[src/rtl/hello_pkg.sv]
// rtl/hello_pkg.sv - letter codes, FSM states and code helpers for hello_detector
package hello_pkg;

    typedef enum logic [2:0] {
        CODE_H     = 3'd0,
        CODE_E     = 3'd1,
        CODE_L     = 3'd2,
        CODE_O     = 3'd3,
        CODE_BLANK = 3'd4
    } letter_t;

    typedef enum logic [2:0] {
        IDLE     = 3'd0,
        GOT_H    = 3'd1,
        GOT_HE   = 3'd2,
        GOT_HEL  = 3'd3,
        GOT_HELL = 3'd4
    } state_t;

    // Codes above BLANK have no letter and break any sequence in progress.
    function automatic logic is_legal(input logic [2:0] code);
        return (code <= CODE_BLANK);
    endfunction

    function automatic state_t restart_state(input logic [2:0] code);
        return (code == CODE_H) ? GOT_H : IDLE;
    endfunction

endpackage

[src/rtl/hello_detector_if.sv]
// rtl/hello_detector_if.sv - letter-code input channel from the upstream code register
interface hello_detector_if;
    logic [2:0] Code;
    logic       Valid;

    modport master (output Code, output Valid);
    modport slave  (input  Code, input  Valid);
endinterface

[src/rtl/hello_sat_counter.sv]
// rtl/hello_sat_counter.sv - saturating up-counter of detections
module hello_sat_counter #(
    parameter int CNT_W = 8
) (
    input  logic             Clk,
    input  logic             ClrN,
    input  logic             Inc,
    output logic [CNT_W-1:0] Count
);

    always_ff @(posedge Clk or negedge ClrN) begin
        if (!ClrN) begin
            Count <= '0;
        end else if (Inc && (Count != {CNT_W{1'b1}})) begin
            Count <= Count + 1'b1;
        end
    end

endmodule

[src/rtl/hello_detector.sv]
// rtl/hello_detector.sv - H-E-L-L-O sequence detector; HELLO_DET_COUNT_EN adds a detection counter
module hello_detector
    import hello_pkg::*;
#(
    parameter int CNT_W = 8
) (
    input  logic               Clk,
    input  logic               ClrN,
    hello_detector_if.slave    in_if,
    output logic               Found,
    output logic [2:0]         State,
    output logic [CNT_W-1:0]   Count
);

    state_t state_q, state_d;
    logic   found_q, found_d;

    always_ff @(posedge Clk or negedge ClrN) begin
        if (!ClrN) begin
            state_q <= IDLE;
            found_q <= 1'b0;
        end else begin
            state_q <= state_d;
            found_q <= found_d;
        end
    end

    // Any unexpected legal letter restarts matching, so an H mid-sequence lands in GOT_H.
    always_comb begin
        state_d = state_q;
        found_d = 1'b0;
        if (in_if.Valid) begin
            if (!is_legal(in_if.Code)) begin
                state_d = IDLE;
            end else begin
                unique case (state_q)
                    IDLE:     state_d = restart_state(in_if.Code);
                    GOT_H:    state_d = (in_if.Code == CODE_E) ? GOT_HE   : restart_state(in_if.Code);
                    GOT_HE:   state_d = (in_if.Code == CODE_L) ? GOT_HEL  : restart_state(in_if.Code);
                    GOT_HEL:  state_d = (in_if.Code == CODE_L) ? GOT_HELL : restart_state(in_if.Code);
                    GOT_HELL: begin
                        if (in_if.Code == CODE_O) begin
                            state_d = IDLE;
                            found_d = 1'b1;
                        end else begin
                            state_d = restart_state(in_if.Code);
                        end
                    end
                    default:  state_d = IDLE;
                endcase
            end
        end
    end

    assign Found = found_q;
    assign State = state_q;

`ifdef HELLO_DET_COUNT_EN
    // Counts on the accepting edge so Count steps together with the Found pulse.
    hello_sat_counter #(.CNT_W(CNT_W)) u_sat_counter (
        .Clk   (Clk),
        .ClrN  (ClrN),
        .Inc   (found_d),
        .Count (Count)
    );
`else
    assign Count = '0;
`endif

endmodule

[src/flat_wrapper.sv]
// flat-port wrapper written by rule: the top's interface ports become plain ports
module hello_detector_flat import hello_pkg::*;
#(
    parameter int CNT_W = 8
)
  (Clk, ClrN, Found, State, Count, in_if_Code, in_if_Valid);
  hello_detector_if in_if_i ();
  input  logic Clk;
  input  logic ClrN;
  output logic Found;
  output logic [2:0] State;
  output logic [CNT_W-1:0] Count;
  input wire logic [$bits(in_if_i.Code)-1:0] in_if_Code;
  input wire logic [$bits(in_if_i.Valid)-1:0] in_if_Valid;
  assign in_if_i.Code = in_if_Code;
  assign in_if_i.Valid = in_if_Valid;
  hello_detector #(.CNT_W(CNT_W)) u_core (.Clk(Clk), .ClrN(ClrN), .in_if(in_if_i), .Found(Found), .State(State), .Count(Count));
endmodule
[config.mk]
export PLATFORM = sky130hd
export DESIGN_NAME = hello_detector_flat
export DESIGN_NICKNAME = d
export VERILOG_FILES = /design/src/rtl/hello_pkg.sv /design/src/rtl/hello_detector_if.sv /design/src/rtl/hello_sat_counter.sv /design/src/rtl/hello_detector.sv /design/src/flat_wrapper.sv
export SDC_FILE = /design/constraint.sdc
export NUM_CORES = 1
export LEC_CHECK = 0
export BUFFER_PORTS_ARGS = -buffer_cell sky130_fd_sc_hd__buf_2
export CORE_AREA = 5 5 42 44
export DETAILED_ROUTE_END_ITERATION = 10
export DIE_AREA = 0 0 47 49
export SKIP_LAST_GASP = 1
export SYNTH_ARGS = -nofsm -noshare
export SYNTH_HDL_FRONTEND = slang
export SYNTH_HIERARCHICAL = 1
export SYNTH_SLANG_ARGS = --single-unit
[constraint.sdc]
create_clock -name Clk -period 1.95 [get_ports Clk]
set_clock_uncertainty 0.1 [all_clocks]
set_input_delay 0.585 -clock Clk [delete_from_list [all_inputs] [get_ports Clk]]
set_output_delay 0.585 -clock Clk [all_outputs]
set_load 0.03 [all_outputs]
==> results of run 1 <==
## registers in the layout, indices dropped and copies added (netlist names)
signal and cells:
u_core/Found 1, u_core/State 3
## layout by cell type (no fill, tap or decap)
| cell | instances |
|---|---|
| sky130_fd_sc_hd__a31oi_1 | 1 |
| sky130_fd_sc_hd__and4b_2 | 1 |
| sky130_fd_sc_hd__and4bb_2 | 1 |
| sky130_fd_sc_hd__buf_2 | 9 |
| sky130_fd_sc_hd__clkbuf_4 | 3 |
| sky130_fd_sc_hd__conb_1 | 8 |
| sky130_fd_sc_hd__dfrtp_1 | 4 |
| sky130_fd_sc_hd__inv_1 | 1 |
| sky130_fd_sc_hd__inv_2 | 1 |
| sky130_fd_sc_hd__nand2b_1 | 1 |
| sky130_fd_sc_hd__nand4_1 | 1 |
| sky130_fd_sc_hd__nand4b_1 | 1 |
| sky130_fd_sc_hd__nor3_1 | 3 |
| sky130_fd_sc_hd__nor3b_1 | 1 |
| sky130_fd_sc_hd__nor4b_1 | 1 |
| sky130_fd_sc_hd__o21ai_0 | 1 |
| sky130_fd_sc_hd__o22ai_1 | 1 |
| sky130_fd_sc_hd__o32ai_1 | 2 |
| sky130_fd_sc_hd__or3_1 | 1 |
| sky130_fd_sc_hd__or4b_1 | 1 |
## cell type report
class                           count  area share
Multi-Input combinational cell     25       0.447
Sequential cell                     4       0.284
Inverter                            2      0.0213
Timing Repair Buffer                9       0.128
Tap cell                           16      0.0567
Clock buffer                        3      0.0638
## logic make-up (layout without fill, tap and decap cells)
family / after synthesis / after routing
buf+inv: 11 / 14
compound gates: 5 / 5
simple gates: 12 / 12
other cells: 1 / 8
flops: 4 / 4
## per-stage QoR
step	hold slack (ns)	utilization	setup slack [ns]
2_1_floorplan	0.189	-	0.485
3_5_place_dp	0.295	0.236	0.364
4_1_cts	0.0454	0.252	0.277
5_1_grt	0.0469	0.252	0.260
6_report	0.0515	0.252	0.297
3_3_place_gp	0.293	0.236	0.354
## worst max-delay path by stage
| stage | end | startpoint | cells past startpoint | slack, ns |
|---|---|---|---|---|
| final | State[0] | u_core/State[0] | 1 | 0.30 |
| after global routing | State[0] | u_core/State[0] | 1 | 0.26 |
| after CTS | State[0] | u_core/State[0] | 1 | 0.28 |
| after detailed placement | u_core/State[1] | in_if_Code[1] | 3 | 0.36 |
| after global placement | u_core/State[1] | in_if_Code[1] | 3 | 0.35 |
| after floorplan | u_core/State[1] | u_core/State[0] | 3 | 0.49 |
## worst register-to-register path, cell delays in order (launching register included)
cell and delay, ns:
sky130_fd_sc_hd__dfrtp_1 0.48, sky130_fd_sc_hd__inv_2 0.06, sky130_fd_sc_hd__or4b_1 0.50, sky130_fd_sc_hd__a31oi_1 0.18
## per-layer routing
layer,up-vias,routed length [um]
li1,130,-
met1,116,292
met2,13,300
met3,0,74
met4,0,0
met5,-,0
## power by group
group	internal, W	leakage (nW)	switching, W
registers	0.0000856	0.0553	0.00000481
clock network	0.0000686	0.0138	0.0000303
logic	0.0000123	0.0952	0.0000383
==> impl_metrics.yaml, run 1 <==
logic_synthesis:
  synth.distinct_cells: 20
  ys_ff_latch: 4
  synthesis.area_per_instance_um2: 9.21
  compound_gate_fraction_of_synth_area: 0.115
  synth-edff-count: 0
  synth_adder_area_share: 0
  synth_top_family_by_area: "simple AND/OR/NAND/NOR gates"
  synth.yosys.seq_area_share: 0.329
  post_synth_main_area_contributors: "sky130_fd_sc_hd__dfrtp_1 33%, sky130_fd_sc_hd__buf_4 20%, sky130_fd_sc_hd__o32ai_1 5.8%"
  synth.cell_area_um2: 304
  synthFlopType: "sky130_fd_sc_hd__dfrtp_1"
  synth_simple_gate_area_frac: 0.305
  synth_async_sr_flop_share: 1.00
  synth-warning-count: 6
  yosysTopAreaCellShare: 0.329
  synth_cells: 33
  synthMuxAreaShare: 0
  netlist.top_cell.by_area: "sky130_fd_sc_hd__dfrtp_1"
  synthXorXnorAreaFrac: 0
  synth.most_common_cell: "sky130_fd_sc_hd__buf_4"
  ys_top_cells_by_count: "8 x sky130_fd_sc_hd__buf_4, 4 x sky130_fd_sc_hd__dfrtp_1, 3 x sky130_fd_sc_hd__nor3_1"
global_routing:
  gr-total-overflow: 0
  number_of_antenna_violations_at_the_first_check_in_global_routing: 0
  grtUsageMet3: 0.0406
  grt.met1_usage: 0.0690
  first_global_vias: 241
  gr-usage-all-layers: 0.0622
  use_met2: 0.0769
  grt.busiest_layer: "met2"
  grt_max_degree: 10
  grt_first_pass_wirelength_um: 972
clocking:
  h-tree-depth: 1
  cts.hold.buffers_added: 0
  cts_tree: "done"
  root_buffer: "sky130_fd_sc_hd__clkbuf_4"
  cts.sink_count: 4
  cts_buffer_depth: 2
  clk_transition_reported_paths_ns: 0.04
  post_cts_buffers: 0
  cts_resized: 0
  cts_inserted_buffers: 3
  clock_network_latency_to_the_later_pin_of_the_worst_skew_pair_ns: 0.23
placed_design:
  detailedPlacementHpwl_um: 510
  gpl.final_weighted_congestion: 0.681
  post_dp_cell_area_um2: 330
  io_buffers: 9
  place.detailed.instances: 56
route:
  postRouteAntennaNets: 0
  wl_um: 667
  detailedRoute.firstPassIterationCount: 4
  count_of_unresolved_drc_violations_after_routing: 0
  drtIter0Drc: 2
  route.detailed.wl_per_inst_um: 11.3
  via_count: 259
  vias_per_cell: 4.39
sta:
  final_hold_viol_count: 0
  timing.setup.tns_ns: 0
  slew_violations: 0
  min_period_over_period: 0.848
  grt_setup_unrepaired: "false"
  timing.final.setup_violations: 0
  final_period_minus_worst_setup_slack_ns: 1.65
  max_clock_freq_mhz: 605
run:
  maxCapViolCount: 0
floorplanning:
  core_box_area_um2: 1400
  std_cell_rows: 14
  chipWidth_um: 47
  start_util: 0.217
  floorplan.die_area_um2: 2300
  io_pins: 18
  die_h_um: 49
worst_setup_path:
  slowest_delay_ns: 0.48
  timing.rr.end: "u_core/State[1]"
  cpMaxStageDelayCell: "sky130_fd_sc_hd__dfrtp_1"
  cp.buffers_inverters: 1
  worst_ep_required_time_ns: 1.26
  path_max_fanout: 9
  worst-r2r-setup-slack_ns: 0.55
  critical_path.reg2reg.startpoint: "u_core/State[0]"
  timing.critical_path.cells: "buf_2"
  worst_r2r_path_depth: 3
  critical_path_class: "reg -> out"
  critPathTopFamily: "flip-flops"
  cp_data_arrival_time_ns: 0.97
  worst_setup_end_kind: "output pin"
  critical_path.startpoint_type: "flop"
min_path:
  path_class_of_the_lowest_slack_min_delay_path: "in -> async"
status:
  status: "complete, no violations"
final_layout:
  finish.instance_area_um2: 353
  final-seq-area_um2: 100
  layout-drive-gt1-share: 0.349
  fillerInstances: 164
  area_growth_syn_to_layout_pct: 16.0
  final_cell_count_no_fill: 59
  antenna-diode-count: 0
  finalNetCount: 51
  multiInputGateArea_um2: 158
power_and_ir_drop:
  total_leakage_power_nw: 0.164
  power.ir.vdd_worst_uv: 289
  finalPower_w: 0.000240
  power-per-cell-area_nw_per_um2: 680
No activity file was read; power rests on OpenSTA's default activity.
==> run 2, diff against run 1 <==
--- a/config.mk
+++ b/config.mk
@@ -5,6 +5,7 @@
 export SDC_FILE = /design/constraint.sdc
 export NUM_CORES = 1
 export LEC_CHECK = 0
+export ABC_AREA = 1
 export BUFFER_PORTS_ARGS = -buffer_cell sky130_fd_sc_hd__buf_2
 export CORE_AREA = 5 5 42 44
 export DETAILED_ROUTE_END_ITERATION = 10
==> constraint.sdc (replaced) <==
create_clock -name Clk -period 1.7 [get_ports Clk]
set_clock_uncertainty 0.1 [all_clocks]
set_input_delay 0.51 -clock Clk [delete_from_list [all_inputs] [get_ports Clk]]
set_output_delay 0.51 -clock Clk [all_outputs]
set_load 0.03 [all_outputs]
==> run 2 against run 1 <==
  * Cell area increased by 8.9%
  * Worst setup slack worse by 0.11 ns
  * Wire length grew 1.5%
  * Worst hold slack better by 0.39 ns
  * Clock-buffer cell count stayed put
  * Total power increased by 21%
  * Register-to-register slack improved by 0.15 ns
  * Synthesized cell count up 48%
  * Combinational power rose by 40%
  * First-iteration DRC count rose to 6.5 times the previous value
  * Die area did not move
  * Clock power increased by 17%
  * Critical path type unchanged
  * Largest power group unchanged
==> impl_metrics.yaml, run 2 <==
logic_synthesis:
  synth.yosys.seq_area_share: 0.313
  synth_async_sr_flop_share: 1.00
  synth.distinct_cells: 14
  post_synth_main_area_contributors: "sky130_fd_sc_hd__dfrtp_1 31%, sky130_fd_sc_hd__buf_4 19%, sky130_fd_sc_hd__nand2_1 16%"
  netlist.top_cell.by_area: "sky130_fd_sc_hd__dfrtp_1"
  synth.cell_area_um2: 320
  synth-edff-count: 0
  ys_ff_latch: 4
  yosysTopAreaCellShare: 0.313
  synth-warning-count: 6
  synthFlopType: "sky130_fd_sc_hd__dfrtp_1"
  ys_top_cells_by_count: "14 x sky130_fd_sc_hd__nand2_1, 8 x sky130_fd_sc_hd__buf_4, 6 x sky130_fd_sc_hd__inv_1"
  synth_cells: 49
  synthesis.area_per_instance_um2: 6.54
  synth.most_common_cell: "sky130_fd_sc_hd__nand2_1"
clocking:
  cts_inserted_buffers: 3
  cts.sink_count: 4
  root_buffer: "sky130_fd_sc_hd__clkbuf_4"
  clock_network_latency_to_the_later_pin_of_the_worst_skew_pair_ns: 0.23
  cts_tree: "done"
  cts_buffer_depth: 2
  h-tree-depth: 1
  post_cts_buffers: 0
  clk_transition_reported_paths_ns: 0.03
sta:
  min_period_over_period: 0.889
  slew_violations: 0
  final_hold_viol_count: 0
  final_period_minus_worst_setup_slack_ns: 1.51
  grt_setup_unrepaired: "false"
  hold_slack_ns: 0.439
  timing.setup.tns_ns: 0
  timing.final.setup_violations: 0
  max_clock_freq_mhz: 662
final_layout:
  layout-drive-gt1-share: 0.279
  area_growth_syn_to_layout_pct: 19.9
  leading_cell_types_in_the_layout_fill_and_taps_excluded: "14 x sky130_fd_sc_hd__nand2_1, 9 x sky130_fd_sc_hd__buf_2, 8 x sky130_fd_sc_hd__conb_1, 6 x sky130_fd_sc_hd__inv_1"
  final-seq-area_um2: 100
  layout_commonest_cell: "sky130_fd_sc_hd__nand2_1"
  multiInputGateArea_um2: 156
  finish.instance_area_um2: 384
  largest_reg_flops: 3
  fillerInstances: 176
  finalNetCount: 69
  antenna-diode-count: 0
route:
  vias_per_cell: 4.04
  count_of_unresolved_drc_violations_after_routing: 0
  route.detailed.wl_per_inst_um: 8.79
  postRouteAntennaNets: 0
  drtIter0Drc: 13
  detailedRoute.firstPassIterationCount: 4
  wl_um: 677
  via_count: 311
power_and_ir_drop:
  total_leakage_power_nw: 0.226
  clock_power_share: 0.397
  power_report.internal_total_w: 0.000195
  finalPower_w: 0.000291
  power-per-cell-area_nw_per_um2: 758
  share_comb_of_total_power: 0.244
  switching_power_w: 0.0000958
  power.ir.vdd_worst_uv: 176
  flop_pwr_share: 0.359
  switching_part_of_the_total_power: 0.329
worst_setup_path:
  worst_ep_required_time_ns: 1.09
  critPathTopFamily: "flip-flops"
  timing.rr.end: "u_core/State[1]"
  critical_path_class: "reg -> out"
  worst-r2r-setup-slack_ns: 0.70
  setup.worst_path.start: "u_core/State[2]"
  critical_path.reg2reg.startpoint: "u_core/State[2]"
  worst_setup_end_kind: "output pin"
  slowest_delay_ns: 0.43
  timing.critical_path.cells: "buf_2"
  cp_data_arrival_time_ns: 0.90
  critical_path.startpoint_type: "flop"
  worst_setup_path_endpoint: "State[2]"
  cpMaxStageDelayCell: "sky130_fd_sc_hd__dfrtp_1"
  worst-path-stages: 1
  cp.buffers_inverters: 1
  path_max_fanout: 6
  worst_r2r_path_depth: 5
floorplanning:
  floorplan.die_area_um2: 2300
  core_box_area_um2: 1400
  chipWidth_um: 47
  start_util: 0.229
  die_h_um: 49
  io_pins: 18
  std_cell_rows: 14
placed_design:
  io_buffers: 9
  gpl.final_weighted_congestion: 0.810
  post_dp_cell_area_um2: 352
  detailedPlacementHpwl_um: 558
run:
  maxCapViolCount: 0
min_path:
  timing.hold.worst_path_depth: 3
  path_class_of_the_lowest_slack_min_delay_path: "in -> reg"
global_routing:
  gr-usage-all-layers: 0.0685
  gr-total-overflow: 0
  grt_max_degree: 7
  grt_first_pass_wirelength_um: 1060
  first_global_vias: 258
  number_of_antenna_violations_at_the_first_check_in_global_routing: 0
status:
  status: "complete, no violations"
==> run 2: what timing repair did <==
action,4_1_cts,5_1_grt
setup endpoints to repair,0,0
hold buffers,1,0
endpoints found under the hold margin,4,0
resized for setup,0,0
==> run 2: layer usage <==
metal,part of all wire,vias to the layer above,track usage,routed length (um)
li1,-,157,-,-
met1,0.47,133,0.0865,316
met2,0.35,19,0.0747,236
met3,0.15,2,0.0258,100
met4,0.035,0,0.0829,24
met5,0,-,0,0
==> run 2: layout make-up <==
| class | count | area share |
|---|---|---|
| Tap cell | 16 | 0.0521 |
| Clock buffer | 3 | 0.0586 |
| Inverter | 8 | 0.0782 |
| Timing Repair Buffer | 10 | 0.143 |
| Multi-Input combinational cell | 36 | 0.407 |
| Sequential cell | 4 | 0.261 |
==> run 2: worst min path at each step <==
stage | start | end | slack (ns)
after global routing | in_if_Code[0] | u_core/Found | 0.45
after CTS | in_if_Code[0] | u_core/Found | 0.43
after detailed placement | ClrN | u_core/Found | 0.22
final | in_if_Code[0] | u_core/Found | 0.44
after floorplan | ClrN | u_core/Found | 0.11
after global placement | ClrN | u_core/State[2] | 0.22
==> run 2: worst reg2reg max path: stages, from the launching register on <==
cell,delay (ns)
sky130_fd_sc_hd__dfrtp_1,0.43
sky130_fd_sc_hd__nor2_1,0.15
sky130_fd_sc_hd__nand2_1,0.06
sky130_fd_sc_hd__nand2_1,0.06
sky130_fd_sc_hd__nand2_1,0.06
sky130_fd_sc_hd__nor2_2,0.07
==> run 2: power groups by stage <==
stage          clock (W)  combinational, W  sequential, W
4_1_cts         0.000121         0.0000706       0.000104
3_3_place_gp           0         0.0000689       0.000105
3_5_place_dp           0         0.0000687       0.000106
6_report        0.000116         0.0000709       0.000105
5_1_grt         0.000126         0.0000785       0.000105
2_1_floorplan          0         0.0000571       0.000112
==> run 2: per-stage QoR <==
step	cells	util	setup WS, ns
after CTS	77	0.274	0.187
after global routing	77	0.274	0.136
after floorplan	56	-	0.551
after global placement	73	0.251	0.437
final	77	0.274	0.189
after detailed placement	73	0.251	0.442
==> run 2: cells by family after synthesis <==
group,after synthesis,share of synthesized area
AND/OR/NAND/NOR,25,0.336
AO/OA/AOI/OAI,3,0.0586
buffers and inverters,16,0.281
other,1,0.0117
flip-flops,4,0.313
